<file path="config.mk">
export PLATFORM = sky130hd
export DESIGN_NAME = mtable_lut
export DESIGN_NICKNAME = d
export VERILOG_FILES = /design/src/rtl/mtable_lut_pkg.sv /design/src/rtl/mtable_lut_if.sv /design/src/rtl/mtable_lut_cfg_regs.sv /design/src/rtl/mtable_lut.sv
export SDC_FILE = /design/constraint.sdc
export NUM_CORES = 1
export LEC_CHECK = 0
export CORE_AREA = 2 2 39 41
export CTS_CLUSTER_DIAMETER = 200
export DETAILED_ROUTE_END_ITERATION = 8
export DIE_AREA = 0 0 41 43
export PLACE_DENSITY_LB_ADDON = 0.1
export SKIP_LAST_GASP = 1
export SYNTH_ARGS = -nofsm -noshare
export SYNTH_HDL_FRONTEND = slang
export SYNTH_HIERARCHICAL = 1
export SYNTH_SLANG_ARGS = --single-unit
</file>
<file path="constraint.sdc">
create_clock -name clk -period 3.3 [get_ports clk]
set_clock_uncertainty 0.05 [all_clocks]
set_input_delay 0.33 -clock clk [delete_from_list [all_inputs] [get_ports clk]]
set_output_delay 0.33 -clock clk [all_outputs]
set_load 0.02 [all_outputs]
</file>
<file path="src/rtl/mtable_lut_pkg.sv">
// Shared widths, reset table contents and config-mode encoding for the mtable LUT.
// The optional write lock is enabled with MTABLE_LUT_LOCK_EN.
package mtable_pkg;

  localparam int MTABLE_IDX_W = 3;
  localparam int MTABLE_LUT_W = 8;
  localparam logic [MTABLE_LUT_W-1:0] MTABLE_INIT_XOR_AC = 8'h5A;

  typedef enum logic {
    CFG_LOAD_ALL  = 1'b0,
    CFG_WRITE_ONE = 1'b1
  } cfg_mode_e;

  function automatic logic lut_lookup(input logic [MTABLE_LUT_W-1:0] tbl,
                                      input logic [MTABLE_IDX_W-1:0] sel);
    return tbl[sel];
  endfunction

endpackage

</file>
<file path="src/rtl/mtable_lut_if.sv">
// Config bus between the LUT top level and its register block.
// cfg_lock exists only when MTABLE_LUT_LOCK_EN is defined.
interface mtable_lut_if;
  import mtable_pkg::*;

  logic                    cfg_we;
  cfg_mode_e               cfg_mode;
  logic [MTABLE_IDX_W-1:0] cfg_idx;
  logic [MTABLE_LUT_W-1:0] cfg_data;
  logic                    cfg_err;
`ifdef MTABLE_LUT_LOCK_EN
  logic                    cfg_lock;

  modport master (output cfg_we, cfg_mode, cfg_idx, cfg_data, cfg_lock, input cfg_err);
  modport slave  (input cfg_we, cfg_mode, cfg_idx, cfg_data, cfg_lock, output cfg_err);
`else
  modport master (output cfg_we, cfg_mode, cfg_idx, cfg_data, input cfg_err);
  modport slave  (input cfg_we, cfg_mode, cfg_idx, cfg_data, output cfg_err);
`endif

endinterface

</file>
<file path="src/rtl/mtable_lut_cfg_regs.sv">
// Table register plus optional sticky write lock and rejected-write pulse.
// Lock logic is built only with MTABLE_LUT_LOCK_EN.
module mtable_cfg_regs
  import mtable_pkg::*;
#(
  parameter logic [MTABLE_LUT_W-1:0] INIT = MTABLE_INIT_XOR_AC
) (
  input  logic                    clk,
  input  logic                    rst_n,
  mtable_lut_if.slave             cfg,
  output logic [MTABLE_LUT_W-1:0] o_table
);

  logic [MTABLE_LUT_W-1:0] r_table = INIT;
  logic                    w_locked;

`ifdef MTABLE_LUT_LOCK_EN
  logic r_lock;
  logic r_err;

  // A lock request in the same cycle as a write already blocks that write.
  assign w_locked = r_lock | cfg.cfg_lock;

  always_ff @(posedge clk or negedge rst_n) begin
    if (!rst_n) begin
      r_lock <= 1'b0;
      r_err  <= 1'b0;
    end else begin
      r_lock <= r_lock | cfg.cfg_lock;
      r_err  <= cfg.cfg_we & w_locked;
    end
  end

  assign cfg.cfg_err = r_err;
`else
  assign w_locked    = 1'b0;
  assign cfg.cfg_err = 1'b0;
`endif

  always_ff @(posedge clk or negedge rst_n) begin
    if (!rst_n) begin
      r_table <= INIT;
    end else if (cfg.cfg_we && !w_locked) begin
      if (cfg.cfg_mode == CFG_WRITE_ONE) begin
        r_table[cfg.cfg_idx] <= cfg.cfg_data[0];
      end else begin
        r_table <= cfg.cfg_data;
      end
    end
  end

  assign o_table = r_table;

endmodule

</file>
<file path="src/rtl/mtable_lut.sv">
// Programmable 3-input truth table: z = table[{a,b,c}], combinational lookup.
// Define MTABLE_LUT_LOCK_EN to add the cfg_lock write-protect input.
module mtable_lut
  import mtable_pkg::*;
#(
  parameter logic [MTABLE_LUT_W-1:0] INIT = MTABLE_INIT_XOR_AC
) (
  output logic                    z,
  input  logic                    a,
  input  logic                    b,
  input  logic                    c,
  input  logic                    clk,
  input  logic                    rst_n,
  input  logic                    cfg_we,
  input  logic                    cfg_mode,
  input  logic [MTABLE_IDX_W-1:0] cfg_idx,
  input  logic [MTABLE_LUT_W-1:0] cfg_data,
`ifdef MTABLE_LUT_LOCK_EN
  input  logic                    cfg_lock,
`endif
  output logic                    cfg_err
);

  logic [MTABLE_LUT_W-1:0] w_table;

  mtable_lut_if w_cfg_if ();

  // Undriven or unknown strobes must never write the table.
  assign w_cfg_if.cfg_we   = (cfg_we === 1'b1);
  assign w_cfg_if.cfg_mode = cfg_mode_e'(cfg_mode);
  assign w_cfg_if.cfg_idx  = cfg_idx;
  assign w_cfg_if.cfg_data = cfg_data;
`ifdef MTABLE_LUT_LOCK_EN
  assign w_cfg_if.cfg_lock = (cfg_lock === 1'b1);
`endif
  assign cfg_err = w_cfg_if.cfg_err;

  mtable_cfg_regs #(
    .INIT (INIT)
  ) u_cfg_regs (
    .clk     (clk),
    .rst_n   (rst_n),
    .cfg     (w_cfg_if.slave),
    .o_table (w_table)
  );

  assign z = lut_lookup(w_table, {a, b, c});

endmodule

</file>
==> results.json <==
{
  "die_h_um": 43,
  "layout-drive-gt1-share_pct": 13.51,
  "gr-total-overflow": 0,
  "synth_top_area_share_pct": 19.40,
  "largest_reg_flops": 8,
  "clockRootBuffer": "clkbuf_4",
  "antenna_found_initial": 0,
  "required_ns": 2.92,
  "ir_drop_uv": 241.2,
  "wl_per_cell_um": 14.08,
  "power_density_nw_per_um2": 371.8,
  "vias_per_cell": 5.589,
  "synth_area_um2": 541.8,
  "path_class": "input port to output port",
  "r2r_setup_slack_ns": 2.38,
  "core-area_um2": 1384,
  "slew_viol_final": 0,
  "postCtsSetupBuffers": 0,
  "synth_fp_nets": 73,
  "hold_class": "input port to async pin",
  "nets": 94,
  "clk_pin_slew_ns": 0.05,
  "drc_errors": 0,
  "grt_pass1_wl_um": 2139,
  "clockBufferDepth": 2,
  "yosysSeqAreaShare_pct": 37.88,
  "cts_tree": "built",
  "ctsResizeCount": 0,
  "num_io_pins": 20,
  "drt_first_pass_iters": 4,
  "grt_pass1_vias": 499,
  "whs_ns": 0.3159,
  "track_usage_pct": 18.05,
  "drt_wl_total_um": 1267,
  "tns_ns": 0,
  "cts_buffers": 3,
  "fmax_mhz": 388.5,
  "insertion_delay_ns": 0.25,
  "ant_nets": 0,
  "arrival_ns": 2.19,
  "fillers": 136,
  "p_leak_nw": 0.2812,
  "synth_warnings": 6,
  "design_area_um2": 745.7,
  "rows": 14,
  "dieWidth_um": 41,
  "initial_core_util_pct": 39.15,
  "io_buffers": 18,
  "hold_viol": 0,
  "syn_inst": 55,
  "period_share_pct": 78.01,
  "synthTopCellsByArea": "dfstp_2 (19%), dfrtp_1 (18%), mux4_1 (9.7%)",
  "drv_cap": 0,
  "drt_iter0_drc": 6,
  "die-area_um2": 1763,
  "grt_max_degree": 10,
  "startpoint_type": "input port",
  "placed_area_um2": 723.2,
  "diodes": 0,
  "htree_levels": 1,
  "rsz0062_at_grt": "no",
  "ys_ff_latch": 8,
  "num_vias": 503,
  "hpwl_um": 1011,
  "setup_viol": 0,
  "cts_sinks": 8,
  "area_growth_pct": 37.64,
  "gp_routability_congestion": 0.8440,
  "synth_top_cell_by_area": "dfstp_2",
  "end_kind": "output port",
  "critical_path.max_fanout": 2,
  "avgSynthCellArea_um2": 9.850,
  "cts_hold_buf": 0,
  "min_period_ns": 2.574,
  "ys_types": 22,
  "status": "completed"
}
[stage by stage]
| step | power [mW] | setup WS [ns] | cells | utilization (%) |
|---|---|---|---|---|
| 2_1_floorplan | 0.1659 | 1.757 | 55 | - |
| 3_3_place_gp | 0.2040 | 0.7429 | 87 | 52.26 |
| 3_5_place_dp | 0.2061 | 0.7096 | 87 | 52.26 |
| 4_1_cts | 0.2799 | 0.7054 | 90 | 53.89 |
| 5_1_grt | 0.2919 | 0.6401 | 90 | 53.89 |
| 6_report | 0.2773 | 0.7257 | 90 | 53.89 |
[worst max-delay path: stages]
cell and delay [ns]:
clkdlybuf4s50_1 0.51, mux4_1 0.55, mux2_2 0.27, clkdlybuf4s50_1 0.53
[metal layers]
| metal | wire length, um | global-route usage [%] | up-vias |
|---|---|---|---|
| met1 | 525 | 22.59 | 237 |
| met4 | 14 | 8.000 | 0 |
| met5 | 0 | 0 | - |
| met2 | 631 | 29.38 | 20 |
| met3 | 96 | 2.094 | 2 |
| li1 | - | - | 244 |
[cell usage after synthesis]
cell and n:
nor2_1 14, dfrtp_1 4, nor3_1 7, or2b_1 1
and2b_1 2, dfstp_2 4, mux4_1 2, a211oi_1 2
a21oi_2 1, nand4b_1 1, and4_1 1, o32ai_1 1
mux2_4 1, nand2_1 1, conb_1 1, a311oi_1 4
buf_4 1, buf_6 1, nand2b_1 2, nand4bb_1 1
nor2b_1 2, mux2_2 1
[kinds of logic (layout without fill, tap and decap cells)]
logic type	after synthesis	in the layout	synth area share, %
other cells	1	1	0.6922
mux	4	4	14.55
flops	8	8	37.88
buf+inv	2	21	3.465
simple gates	32	32	30.94
compound gates	8	8	12.47
[cell usage in the layout, fill, tap and decap left out, types with 2 or more instances in the layout]
cell,n
dfrtp_1,4
mux4_1,2
dfstp_2,4
clkbuf_4,3
nor2_1,14
a311oi_1,4
and2b_1,2
a211oi_1,2
nor2b_1,2
nor3_1,7
clkdlybuf4s50_1,18
nand2b_1,2
[worst paths after layout]
| kind | startpoint | endpoint | cells after the start |
|---|---|---|---|
| min in group clk | u_cfg_regs/o_table[0] | u_cfg_regs/o_table[0] | 1 |
| worst min register to register | u_cfg_regs/o_table[0] | u_cfg_regs/o_table[0] | 1 |
| worst max-delay path | c | z | 4 |
| worst max register to register | u_cfg_regs/o_table[7] | u_cfg_regs/o_table[7] | 2 |
| worst min-delay path | rst_n | u_cfg_regs/o_table[5] | 1 |
| max in group asynchronous | rst_n | u_cfg_regs/o_table[3] | 1 |
[report_power, final]
group          total (mW)  switching (mW)  internal, mW
Sequential          0.127         0.00928         0.117
Combinational      0.0772          0.0314        0.0458
Clock              0.0733          0.0318        0.0415
[area by class of cell]
type	instances	area, um^2	area share [%]
Clock buffer	3	22.52	3.020
Multi-Input combinational cell	45	317.8	42.62
Sequential cell	8	205.2	27.52
Tap cell	16	20.02	2.685
Timing Repair Buffer	18	180.2	24.16
(Power assumes the default switching activity.)
==> edit: new RTL, config.mk and constraints unchanged <==
`MTABLE_LUT_W`: 8 -> 9.
--- a/src/rtl/mtable_lut_pkg.sv
+++ b/src/rtl/mtable_lut_pkg.sv
@@ -3,7 +3,7 @@
 package mtable_pkg;
 
   localparam int MTABLE_IDX_W = 3;
-  localparam int MTABLE_LUT_W = 8;
+  localparam int MTABLE_LUT_W = 9;
   localparam logic [MTABLE_LUT_W-1:0] MTABLE_INIT_XOR_AC = 8'h5A;
 
   typedef enum logic {
Interface: changed (resized cfg_data); port bits go from 20 to 21. The function was not compared with the original's and may differ.
==> edit against the original RTL <==
  * Core utilization is 0.090 points higher
  * Register-to-register slack gained 0.02 ns
  * Setup slack improved by 0.0045 ns
  * Synthesized area increased by 0.92%
  * Final area up 0.17%
  * Clock power rose by 2%
  * Power is 0.24% higher
  * First-iteration DRC count grew 17%
  * Count of clock-buffer cells in the layout is the same
  * Wire length is 0.32% lower
  * Sequential cell count unchanged
  * Non-clock buffer count did not move
  * Fmax increased by 0.18%
  * Largest cell class unchanged
==> edit: results (changes against the original RTL) <==
| Metric | Value |
|---|---|
| Status | finished clean |
| Post-CTS Setup Bufs | 0 (unchanged) |
| I/O Buffers | 18 (unchanged) |
| Fraction of layout cells with a size suffix above 1 | 16.2% (+2.7 points) |
| Nets | 95 (+1.1%) |
| Largest register FFs | 8 (unchanged) |
| RR Endpoint | u_cfg_regs/o_table[7] |
| Worst r2r path cells | 2 (unchanged) |
| Placement Setup Slack | 0.730 ns (+0.0203 ns) |
| Worst-Skew Late Latency | 0.25 ns (about the same) |
| Pre-antenna DRT Iters | 4 (unchanged) |
| Chip width | 41 um (unchanged) |
| Leak Pwr | 0.280 nW (-0.55%) |
| Crit path DAT | 2.19 ns (about the same) |
| Num CTS Buffers | 3 (unchanged) |
| Critical Path Fanout Max | 2 (unchanged) |
| YS warnings | 6 (unchanged) |
| RR Startpoint | u_cfg_regs/o_table[7] |
| RePlAce Congestion | 0.788 (-6.7%) |
| CTS Buffer Depth | 2 (unchanged) |
| N_diodes | 0 (unchanged) |
| Initial antenna violation count | 0 (unchanged) |
| Total Routing Usage GR | 16.9% (-1.1 points) |
| Clock transition at path regs | 0.06 ns |
| Routed length per instance | 14.0 um (-0.32%) |
| Resize count post-CTS | 0 (unchanged) |
| Number of global-route vias before repair | 460 (-7.8%) |
| Net Count, Synth | 75 (+2.7%) |
| CTS Root Cell | clkbuf_4 |
| Reg-to-reg slack, setup | 2.40 ns (+0.02 ns) |
| Worst min path class | in -> async |
| DP HPWL | 961 um (-4.9%) |
| Fill cell count | 144 (+5.9%) |
| DR vias | 508 (+0.99%) |
| First-pass GRT wire length | 2030 um (-5.2%) |
| Detailed Route Iter0 Violations | 7 (+1) |
| H-tree depth | 1 (unchanged) |
| Worst IR Drop VDD | 0.000157 V (-35%) |
| Largest net degree at the start of global routing | 10 (unchanged) |
edit: routing by layer:
| metal | global-route usage, % | wire [um] | vias up |
|---|---|---|---|
| met5 | 0 | 0 | - |
| met4 | 8.00 | 14 | 0 |
| met3 | 3.14 | 84 | 2 |
| met2 | 23.4 | 592 | 22 |
| met1 | 24.6 | 571 | 240 |
| li1 | - | - | 244 |
edit: worst max path at each step:
stage / startpoint / endpoint / slack [ns] / cells after the start
3_3_place_gp: c / z / 0.73 / 4
2_1_floorplan: c / z / 1.76 / 2
5_1_grt: c / z / 0.65 / 4
3_5_place_dp: c / z / 0.73 / 4
6_report: c / z / 0.73 / 4
4_1_cts: c / z / 0.72 / 4
edit: where the power goes:
part / total [mW] / switching [mW] / internal, mW
Clock: 0.0748 / 0.0332 / 0.0416
Sequential: 0.126 / 0.00862 / 0.117
Combinational: 0.0771 / 0.0312 / 0.0459
Total: 0.278 / 0.0730 / 0.205
edit: layout make-up:
type / instances / area share (%)
tap: 16 / 2.68
sequential: 8 / 27.5
timing repair buffer: 18 / 24.1
multi-input combinational: 45 / 42.7
clock buffer: 3 / 3.02
edit: worst max-delay path, cell delays in order:
cell and delay, ns:
clkdlybuf4s50_1 0.51, mux4_1 0.55, mux2_2 0.27, clkdlybuf4s50_1 0.53
edit: metrics by stage:
step / util, % / cells / hold WS, ns / cell area, um^2 / total power [mW]
3_3_place_gp: 52.4 / 87 / 0.473 / 724 / 0.204
6_report: 54.0 / 90 / 0.320 / 747 / 0.278
4_1_cts: 54.0 / 90 / 0.324 / 747 / 0.280
2_1_floorplan: - / 56 / -0.0156 / 547 / 0.166
3_5_place_dp: 52.4 / 87 / 0.477 / 724 / 0.205
5_1_grt: 54.0 / 90 / 0.334 / 747 / 0.296
